===== config.mk =====
export PLATFORM = sky130hd
export DESIGN_NAME = municao_jogador_flat
export DESIGN_NICKNAME = d
export VERILOG_FILES = /design/src/rtl/tabajara_pkg.sv /design/src/rtl/municao_jogador_if.sv /design/src/rtl/botao_borda.sv /design/src/rtl/municao_jogador.sv /design/src/flat_wrapper.sv
export SDC_FILE = /design/constraint.sdc
export NUM_CORES = 1
export LEC_CHECK = 0
export CORE_MARGIN = 1
export CORE_UTILIZATION = 35
export DETAILED_ROUTE_END_ITERATION = 8
export PLACE_DENSITY = 0.62
export SLEW_MARGIN = 20
export SYNTH_ARGS = -nofsm -noshare
export SYNTH_HDL_FRONTEND = slang
export SYNTH_SLANG_ARGS = --single-unit

===== constraint.sdc =====
create_clock -name clk -period 2.85 [get_ports clk]
set_input_delay 0.57 -clock clk [delete_from_list [all_inputs] [get_ports clk]]
set_output_delay 0.57 -clock clk [all_outputs]
set_load 0.005 [all_outputs]

===== src/rtl/tabajara_pkg.sv =====
// Shared screen geometry, colours and shot FSM encoding for the projectile blocks.
package tabajara_pkg;

    localparam int unsigned Y_TOP    = 3;
    localparam int unsigned X_LEFT   = 97;
    localparam int unsigned Y_BOTTOM = 540;

    localparam int unsigned COORD_W = 11;
    localparam int unsigned SCAN_W  = 10;
    localparam int unsigned COLOR_W = 8;

    typedef struct packed {
        logic [COLOR_W-1:0] r;
        logic [COLOR_W-1:0] g;
        logic [COLOR_W-1:0] b;
    } rgb_t;

    localparam rgb_t RGB_BLACK = '{r: 8'd0, g: 8'd0,   b: 8'd0};
    localparam rgb_t RGB_GREEN = '{r: 8'd0, g: 8'd255, b: 8'd0};

    typedef enum logic [1:0] {
        ST_IDLE     = 2'd0,
        ST_FLIGHT   = 2'd1,
        ST_COOLDOWN = 2'd2
    } shot_state_e;

endpackage


===== src/rtl/municao_jogador_if.sv =====
// Game-side bus of the player shot: ship/enemy positions and scan counters in, shot state and pixel out.
interface municao_jogador_if;
    import tabajara_pkg::*;

    logic [COORD_W-1:0] posX_nave;
    logic [COORD_W-1:0] posY_nave;
    logic [COORD_W-1:0] posX_inimigo;
    logic [COORD_W-1:0] posY_inimigo;
    logic [SCAN_W-1:0]  h_counter;
    logic [SCAN_W-1:0]  v_counter;
    logic [COORD_W-1:0] posX_Municao;
    logic [COORD_W-1:0] posY_Municao;
    logic               tiro_ativo;
    logic               acerto;
    logic [COLOR_W-1:0] R;
    logic [COLOR_W-1:0] G;
    logic [COLOR_W-1:0] B;

    modport master (
        output posX_nave, posY_nave, posX_inimigo, posY_inimigo, h_counter, v_counter,
        input  posX_Municao, posY_Municao, tiro_ativo, acerto, R, G, B
    );

    modport slave (
        input  posX_nave, posY_nave, posX_inimigo, posY_inimigo, h_counter, v_counter,
        output posX_Municao, posY_Municao, tiro_ativo, acerto, R, G, B
    );

endinterface


===== src/rtl/botao_borda.sv =====
// Two-flop synchronizer for a raw push button followed by a registered rising-edge pulse.
module botao_borda (
    input  logic clk,
    input  logic rst_n,
    input  logic btn,
    output logic pulse
);

    logic sync1_q;
    logic sync2_q;
    logic last_q;
    logic pulse_q;
    logic pulse_d;

    always_comb begin
        pulse_d = sync2_q & ~last_q;
    end

    always_ff @(posedge clk or negedge rst_n) begin
        if (!rst_n) begin
            sync1_q <= 1'b0;
            sync2_q <= 1'b0;
            last_q  <= 1'b0;
            pulse_q <= 1'b0;
        end else begin
            sync1_q <= btn;
            sync2_q <= sync1_q;
            last_q  <= sync2_q;
            pulse_q <= pulse_d;
        end
    end

    assign pulse = pulse_q;

endmodule


===== src/rtl/municao_jogador.sv =====
// Player shot: launches from the ship on a fire edge, climbs, hit-tests the enemy box and renders itself.
// Optional MUNICAO_COOLDOWN_EN stretches the post-shot lockout to COOLDOWN_TICKS clocks.
module municao_jogador
    import tabajara_pkg::*;
#(
    parameter int unsigned MOVE_DELAY     = 500000,
    parameter int unsigned SHOT_LEN       = 20,
    parameter int unsigned ENEMY_W        = 40,
    parameter int unsigned ENEMY_H        = 40,
    parameter int unsigned COOLDOWN_TICKS = 25000000
) (
    input  logic             clk,
    input  logic             reset,
    input  logic             btn_fire,
    municao_jogador_if.slave bus
);

    localparam int unsigned EXT_W  = COORD_W + 1;
    localparam int unsigned STEP_W = $clog2(MOVE_DELAY + 1);
    localparam int unsigned CD_W   = $clog2(COOLDOWN_TICKS + 1);
`ifdef MUNICAO_COOLDOWN_EN
    localparam int unsigned CD_LEN = COOLDOWN_TICKS;
`else
    localparam int unsigned CD_LEN = 1;
`endif

    logic fire_c;

    botao_borda u_fire (
        .clk   (clk),
        .rst_n (reset),
        .btn   (btn_fire),
        .pulse (fire_c)
    );

    shot_state_e        state_q, state_d;
    logic [COORD_W-1:0] x_q, x_d;
    logic [COORD_W-1:0] y_q, y_d;
    logic [STEP_W-1:0]  step_q, step_d;
    logic [CD_W-1:0]    cd_q, cd_d;
    logic               tiro_q, tiro_d;
    logic               acerto_q, acerto_d;
    logic [COORD_W-1:0] pos_x_q, pos_x_d;
    logic [COORD_W-1:0] pos_y_q, pos_y_d;
    rgb_t               rgb_q, rgb_d;

    logic [EXT_W-1:0] enemy_x_end_c;
    logic [EXT_W-1:0] enemy_y_end_c;
    logic [EXT_W-1:0] shot_y_end_c;
    logic             hit_c;
    logic             step_last_c;
    logic             visible_c;

    // Enemy box and shot extent use one extra bit so right/bottom edges never wrap.
    always_comb begin
        enemy_x_end_c = EXT_W'(bus.posX_inimigo) + EXT_W'(ENEMY_W);
        enemy_y_end_c = EXT_W'(bus.posY_inimigo) + EXT_W'(ENEMY_H);
        shot_y_end_c  = EXT_W'(y_q) + EXT_W'(SHOT_LEN);
        hit_c = (x_q >= bus.posX_inimigo) && (EXT_W'(x_q) < enemy_x_end_c) &&
                (y_q >= bus.posY_inimigo) && (EXT_W'(y_q) < enemy_y_end_c);
        step_last_c = (step_q == STEP_W'(MOVE_DELAY - 1));
        visible_c   = (bus.v_counter > SCAN_W'(Y_TOP - 1)) && (bus.h_counter >= SCAN_W'(X_LEFT));
    end

    always_comb begin
        state_d  = state_q;
        x_d      = x_q;
        y_d      = y_q;
        step_d   = step_q;
        cd_d     = cd_q;
        acerto_d = 1'b0;

        case (state_q)
            ST_IDLE: begin
                if (fire_c && (bus.posY_nave > COORD_W'(Y_TOP))) begin
                    x_d     = bus.posX_nave;
                    y_d     = bus.posY_nave - COORD_W'(1);
                    step_d  = '0;
                    state_d = ST_FLIGHT;
                end
            end
            ST_FLIGHT: begin
                // A hit wins over a step landing in the same cycle.
                if (hit_c) begin
                    acerto_d = 1'b1;
                    cd_d     = '0;
                    state_d  = ST_COOLDOWN;
                end else if (step_last_c) begin
                    step_d = '0;
                    if (y_q <= COORD_W'(Y_TOP)) begin
                        cd_d    = '0;
                        state_d = ST_COOLDOWN;
                    end else begin
                        y_d = y_q - COORD_W'(1);
                    end
                end else begin
                    step_d = step_q + STEP_W'(1);
                end
            end
            ST_COOLDOWN: begin
                if (cd_q == CD_W'(CD_LEN - 1)) begin
                    state_d = ST_IDLE;
                end else begin
                    cd_d = cd_q + CD_W'(1);
                end
            end
            default: state_d = ST_IDLE;
        endcase

        tiro_d  = (state_d == ST_FLIGHT);
        pos_x_d = x_q;
        pos_y_d = y_q;

        rgb_d = RGB_BLACK;
        if (visible_c && tiro_q && (COORD_W'(bus.h_counter) == x_q) &&
            (EXT_W'(bus.v_counter) >= EXT_W'(y_q)) && (EXT_W'(bus.v_counter) < shot_y_end_c)) begin
            rgb_d = RGB_GREEN;
        end
    end

    always_ff @(posedge clk or negedge reset) begin
        if (!reset) begin
            state_q  <= ST_IDLE;
            x_q      <= '0;
            y_q      <= '0;
            step_q   <= '0;
            cd_q     <= '0;
            tiro_q   <= 1'b0;
            acerto_q <= 1'b0;
            pos_x_q  <= '0;
            pos_y_q  <= '0;
            rgb_q    <= RGB_BLACK;
        end else begin
            state_q  <= state_d;
            x_q      <= x_d;
            y_q      <= y_d;
            step_q   <= step_d;
            cd_q     <= cd_d;
            tiro_q   <= tiro_d;
            acerto_q <= acerto_d;
            pos_x_q  <= pos_x_d;
            pos_y_q  <= pos_y_d;
            rgb_q    <= rgb_d;
        end
    end

    assign bus.tiro_ativo   = tiro_q;
    assign bus.acerto       = acerto_q;
    assign bus.posX_Municao = pos_x_q;
    assign bus.posY_Municao = pos_y_q;
    assign bus.R            = rgb_q.r;
    assign bus.G            = rgb_q.g;
    assign bus.B            = rgb_q.b;

endmodule


===== src/flat_wrapper.sv =====
// flat-port wrapper written by rule: the top's interface ports become plain ports
module municao_jogador_flat import tabajara_pkg::*;
#(
    parameter int unsigned MOVE_DELAY     = 500000,
    parameter int unsigned SHOT_LEN       = 20,
    parameter int unsigned ENEMY_W        = 40,
    parameter int unsigned ENEMY_H        = 40,
    parameter int unsigned COOLDOWN_TICKS = 25000000
)
  (clk, reset, btn_fire, bus_posX_nave, bus_posY_nave, bus_posX_inimigo, bus_posY_inimigo, bus_h_counter, bus_v_counter, bus_posX_Municao, bus_posY_Municao, bus_tiro_ativo, bus_acerto, bus_R, bus_G, bus_B);
  municao_jogador_if bus_i ();
  input  logic clk;
  input  logic reset;
  input  logic btn_fire;
  input wire logic [$bits(bus_i.posX_nave)-1:0] bus_posX_nave;
  input wire logic [$bits(bus_i.posY_nave)-1:0] bus_posY_nave;
  input wire logic [$bits(bus_i.posX_inimigo)-1:0] bus_posX_inimigo;
  input wire logic [$bits(bus_i.posY_inimigo)-1:0] bus_posY_inimigo;
  input wire logic [$bits(bus_i.h_counter)-1:0] bus_h_counter;
  input wire logic [$bits(bus_i.v_counter)-1:0] bus_v_counter;
  output wire logic [$bits(bus_i.posX_Municao)-1:0] bus_posX_Municao;
  output wire logic [$bits(bus_i.posY_Municao)-1:0] bus_posY_Municao;
  output wire logic [$bits(bus_i.tiro_ativo)-1:0] bus_tiro_ativo;
  output wire logic [$bits(bus_i.acerto)-1:0] bus_acerto;
  output wire logic [$bits(bus_i.R)-1:0] bus_R;
  output wire logic [$bits(bus_i.G)-1:0] bus_G;
  output wire logic [$bits(bus_i.B)-1:0] bus_B;
  assign bus_i.posX_nave = bus_posX_nave;
  assign bus_i.posY_nave = bus_posY_nave;
  assign bus_i.posX_inimigo = bus_posX_inimigo;
  assign bus_i.posY_inimigo = bus_posY_inimigo;
  assign bus_i.h_counter = bus_h_counter;
  assign bus_i.v_counter = bus_v_counter;
  assign bus_posX_Municao = bus_i.posX_Municao;
  assign bus_posY_Municao = bus_i.posY_Municao;
  assign bus_tiro_ativo = bus_i.tiro_ativo;
  assign bus_acerto = bus_i.acerto;
  assign bus_R = bus_i.R;
  assign bus_G = bus_i.G;
  assign bus_B = bus_i.B;
  municao_jogador #(.MOVE_DELAY(MOVE_DELAY), .SHOT_LEN(SHOT_LEN), .ENEMY_W(ENEMY_W), .ENEMY_H(ENEMY_H), .COOLDOWN_TICKS(COOLDOWN_TICKS)) u_core (.clk(clk), .reset(reset), .btn_fire(btn_fire), .bus(bus_i));
endmodule

======== Yosys cells after proc, flatten, opt, wreduce, memory -nomap -nowiden ========
Cells that the tools add are included.
storage, ports and cells
  logic and storage cells ................. 86
  output and inout bits ................... 48
  bits in registers ....................... 112
cells by class
  $add $sub $neg .......................... 7
  order comparisons ....................... 10
  muxes and demuxes ....................... 23
  reductions and logical operators ........ 17
  bitwise logic cells ..................... 2
  equal/unequal tests ..................... 12
operators by type and width
  cell                                                             number
  two-way mux 25 bit                                               4
  two-way mux 19 bit                                               3
  case mux 25 bit (2 select lines)                                 1
  two-way mux 11 bit                                               4
  case mux 19 bit (2 select lines)                                 1
  adder 25 x 1 -> 25 bit (second input constant)                   1
  logical NOT 25 bit                                               1
  adder 11 x 6 -> 12 bit (second input constant)                   2
  less-than comparator 11 x 12 -> 1 bit                            2
  >= comparator 11 bit                                             2
  case mux 11 bit (2 select lines)                                 1
  subtractor 11 x 1 -> 11 bit (second input constant)              2
  adder 19 x 1 -> 19 bit (second input constant)                   1
  equality test 19 bit (second input constant)                     1
  two-way mux 16 bit                                               1
  adder 11 x 5 -> 12 bit (second input constant)                   1
  less-than comparator 10 x 12 -> 1 bit                            1
  equality test 10 x 11 -> 1 bit                                   1
  >= comparator 10 x 11 -> 1 bit                                   1
  greater-than comparator 11 x 2 -> 1 bit (second input constant)  1
  <= comparator 11 x 2 -> 1 bit (second input constant)            1
  >= comparator 10 x 7 -> 1 bit (second input constant)            1
  greater-than comparator 10 x 2 -> 1 bit (second input constant)  1
  two-way mux 2 bit                                                5
  other kinds (16)                                                 31

======== Longest topological paths before layout ========
  word-level depth ........................ 8
  mapped depth ............................ 12

======== Hierarchy ========
From an unflattened synthesis, not the netlist that was laid out.
unflattened totals
  cells, all modules ...................... 764
  area, all modules ....................... 6924.1 um^2
by module, submodules not included
  module           cells an instance  area an instance (um^2)  instances
  municao_jogador  759                6810.3                   1
  botao_borda      5                  113.9                    1

======== Worst setup path after synthesis ========
Ideal clock, no wire load.
  kind .................................... input to register
  from .................................... input bus_posX_inimigo[3]
  to ...................................... register u_core.tiro_q, in the netlist u_core.bus.tiro_ativo
  path buffers ............................ 1
  arrival ................................. 2.768 ns
  cell stages on the path ................. 12
  required time ........................... 2.739 ns
  slack ................................... -0.029 ns
  setup time .............................. 0.111 ns
  cell sequence ........................... ha_1 o21ai_0 xnor2_1 ha_1 nand4_1 a211oi_1 nor3_1 o22a_1 a31oi_4 buf_6 nand2_1 a2111oi_2
on the way
  word-level cells in the longest chain between the ends .. 8
  elaborated cells on any way between the ends .. 9
  classes of those cells .................. add/sub: 1; order compare: 2; eq/ne: 1; mux: 2; reduce/logical: 3
RTL lines
  what                                   RTL line                text
  start, declared                        flat_wrapper.sv:17      input wire logic [$bits(bus_i.posX_inimigo)-1:0] bus_posX_inimigo;
  adder 11 x 6 -> 12 bit                 municao_jogador.sv:56   enemy_x_end_c = EXT_W'(bus.posX_inimigo) + EXT_W'(ENEMY_W);
  less-than comparator 11 x 12 -> 1 bit  municao_jogador.sv:59   hit_c = (x_q >= bus.posX_inimigo) && (EXT_W'(x_q) < enemy_x_end_c) &&
  logical AND 1 bit (*) (2 in a row)     municao_jogador.sv:59
  logical AND 1 bit (*)                  municao_jogador.sv:60   (y_q >= bus.posY_inimigo) && (EXT_W'(y_q) < enemy_y_end_c);
  two-way mux 2 bit (*)                  municao_jogador.sv:84   if (hit_c) begin
  case mux 2 bit (3 select lines) (*)    municao_jogador.sv:73   case (state_q)
  equality test 2 x 1 -> 1 bit (*)       municao_jogador.sv:110  tiro_d = (state_d == ST_FLIGHT);
  net u_core.tiro_d                      municao_jogador.sv:41   logic tiro_q, tiro_d;
  end signal, assigned                   municao_jogador.sv:139  tiro_q <= tiro_d;
  end, declared                          municao_jogador.sv:41
Mark *: on every way through the listed nets, which the timed path passes. The rest lies on a longest branch.
A chain may end at the register's enable or synchronous reset.

======== Worst setup path after layout ========
  from .................................... input bus_posY_inimigo[4]
  to ...................................... register u_core.tiro_q, in the netlist u_core.bus.tiro_ativo
on the way
  word-level cells in the longest chain between the ends .. 6
  elaborated cells on any way between the ends .. 8
  classes of those cells .................. add/sub: 1; order compare: 2; eq/ne: 1; mux: 2; reduce/logical: 2
RTL lines
  what                                                                        RTL line                                      text
  start, declared                                                             flat_wrapper.sv:18                            input wire logic [$bits(bus_i.posY_inimigo)-1:0] bus_posY_inimigo;
  adder 11 x 6 -> 12 bit or >= comparator 11 bit (tied branches)              municao_jogador.sv:57, municao_jogador.sv:60
  less-than comparator 11 x 12 -> 1 bit or logical AND 1 bit (tied branches)  municao_jogador.sv:60, municao_jogador.sv:59
  logical AND 1 bit (*)                                                       municao_jogador.sv:60
  two-way mux 2 bit (*)                                                       municao_jogador.sv:84
  case mux 2 bit (3 select lines) (*)                                         municao_jogador.sv:73
  equality test 2 x 1 -> 1 bit (*)                                            municao_jogador.sv:110
  net u_core.tiro_d                                                           municao_jogador.sv:41
Marked as above.

==> results.cfg <==
[run_status]
status = complete, no violations

[sta]
finalClockSkew_ns = 0.008200
min_period_over_period = 0.9705
hold_viol = 0
hold_ws_ns = 0.1076
setup_tns_ns = 0
layout_setup_ws_ns = 0.08397
rsz0062_at_grt = true
slew_headroom = 0.3113
period_minus_slack_ns = 2.766
fmax_mhz = 361.5
setup_viol = 0
tightestPinTransition_ns = 1.032
maxSlewViolCount = 0

[global_routing]
overflow = 0
grt_pass1_vias = 6573
grt_pass1_wl_um = 33450
antenna_found_initial = 0
grt_max_degree = 76
grt_usage = 0.1948

[placement]
portBuffers = 98
dp_hpwl_um = 14720
place.gp.congestion = 0.8648
place_ws_ns = -0.7275

[logic_synthesis]
avgSynthCellArea_sq_um = 9.222
synth_area_sq_mm = 0.007267
synth_top_family_by_area = compound AO/OA/AOI/OAI gates
synth_most_common_cell = dfrtp_1
synth.area.top_cells = dfrtp_1 33%, ha_1 12%, inv_1 3.8%
synthAdderAreaFrac = 0.1171
yosysSeqAreaShare = 0.3340
synth_cells = 788
synth_top_area_cell = dfrtp_1
synth-xor-area-share = 0.04459
synth_edf_count = 0
ys.flop_type = dfrtp_1
synth_compound_area_frac = 0.2235
synth_common_cells = 97 x dfrtp_1, 73 x inv_1, 68 x ha_1
synth.distinct_cells = 81
synthSimpleGateAreaFrac = 0.1723
synth.yosys.warnings = 0
synth.mux.area_fraction = 0.02669
ys_ff_latch = 97
yosysTopAreaCellShare = 0.3340
async_flop_share = 1.000

[cts]
cts-hold-fix-buffers = 0
cts_sinks = 97
cts_buffers = 9
clockRootBuffer = clkbuf_16
ctsHtreeMaxLevel = 3
clock_latency_ns = 0.36
clk_path_buf_depth = 2
cts_tree = yes
clk_pin_slew_ns = 0.07

[finish]
final_core_util = 0.4850
insertedDiodeCount = 0
seq_area_sq_mm = 0.002427
multi_input_comb_area_sq_mm = 0.004738
fillers = 1872
syn_to_final_growth_pct = 35.49
drive_gt1_frac = 0.2363
nets = 1099

[die]
core.rowCount = 52
core_sq_mm = 0.02030
start_util = 0.3580
design.die.area_sq_mm = 0.02134
dieHeight_um = 146.1
io_pins = 115
die_w_um = 146.1

[power_and_ir_drop]
p_leak_nw = 4.237
power_density_mw_per_mm2 = 802.8
peakVddDrop_mv = 0.4035
power.total_mw = 7.904

[setup_path]
path_cells = buf_2 -> ha_4 -> o2111ai_4 -> xnor2_2 -> ha_1 -> buf_4 -> o2111ai_1 -> o221a_2 -> o21a_4 -> a31oi_4 -> buf_12 -> nand2_4 -> a2111oi_4
worstSetupEndpointType = flip-flop
worstPathArrival_ns = 3.01
max_stage_delay_ns = 0.32
path_class = input port to flip-flop
ff2ff_setup_slack_ns = 0.15
cp_max_fo = 16
cp_top_family = compound AO/OA/AOI/OAI gates
crit_required_ns = 3.10
start_kind = input port
critPathSlowestCell = ha_1
worst-path-buf-inv = 3

[detailed_routing]
via_count = 6582
wl_met2_um = 10050
routedLengthMet1_um = 9276
drtPass1Iterations = 5
wl_per_cell_um = 16.58
ant_nets = 0
top_layer_used = met4
first_iter_violations = 529
wl_um = 20540
avgViaCountPerCell = 5.312
met3WireLength_um = 656
post-route-drc-count = 0

[job]
drv_cap = 0

[hold_path]
hold_path_class = input port to async pin
metrics by stage:
step | instance area, sq um | std cells
4_1_cts | 9614 | 1236
3_5_place_dp | 8972 | 1202
5_1_grt | 9846 | 1239
6_report | 9846 | 1239
2_1_floorplan | 7330 | 803
3_3_place_gp | 8972 | 1202
final timing paths:
kind                                                   endpoint                             from  cells past startpoint
max                             u_core.bus.tiro_ativo$_DFF_PN0_              bus_posY_inimigo[4]                     13
max in group asynchronous           u_core.cd_q[19]$_DFFE_PN0P_                            reset                      2
min                        u_core.bus.posY_Municao[1]$_DFF_PN0_                            reset                      1
max reg2reg                     u_core.bus.tiro_ativo$_DFF_PN0_    u_core.pos_x_d[4]$_DFFE_PN0P_                      9
min in group clk                u_core.u_fire.sync2_q$_DFF_PN0_  u_core.u_fire.sync1_q$_DFF_PN0_                      0
min reg2reg                     u_core.u_fire.sync2_q$_DFF_PN0_  u_core.u_fire.sync1_q$_DFF_PN0_                      0
area by class of cell:
class,count,area share
clock buffers,9,0.02287
clock inverters,7,0.007117
inverters,73,0.02783
multi-input cells,582,0.4813
flip-flops and latches,97,0.2465
well taps,270,0.03431
repair buffers,201,0.1801
placed cells by master, fill, tap and decap left out, drive strengths merged, types with 14 or more instances in the layout:
cell type      count
a21oi             34
a221oi            20
buf              108
clkbuf            16
clkdlybuf4s50     80
conb              16
dfrtp             97
ha                68
inv               74
nand2             38
nand3             35
nand4             18
nor2              47
nor3              25
nor4              14
o21ai             46
o22ai             16
o2bb2ai           15
xnor2             25
registers in the layout, summed over array words and instances, names as in the netlist, 2 cells and up:
register                 cells
u_core.step_q               19
u_core.state_q               2
u_core.pos_x_d              11
u_core.pos_y_d              11
u_core.cd_q                 25
u_core.bus.posX_Municao     11
u_core.bus.posY_Municao     11
logic make-up after synthesis:
logic type | after synthesis
and+or+nand+nor | 228
DFF | 97
muxes | 18
adders and majority gates | 68
buffers and inverters | 124
AOI/OAI and AO/OA | 215
xor gates and xnor gates | 37
other | 1
routing by layer:
layer	GRT usage	vias to the layer above
met2	0.3309	150
met1	0.2503	3166
met5	0	-
li1	-	3237
met3	0.02656	29
met4	0.07708	0
where the power goes:
part	leakage, nW	total (mW)	internal, mW	switching [mW]
sequential	1.25	2.06	1.73	0.326
combinational	2.84	4.61	2.23	2.38
clock	0.146	1.24	0.681	0.559
total	4.24	7.90	4.64	3.26
repair_timing:
action	CTS	global route
endpoints found under the setup margin	59	52
gates resized for setup	70	65
buffers inserted	15	5
gates cloned	3	1
pin swaps	15	35
(Power assumes the default switching activity.)
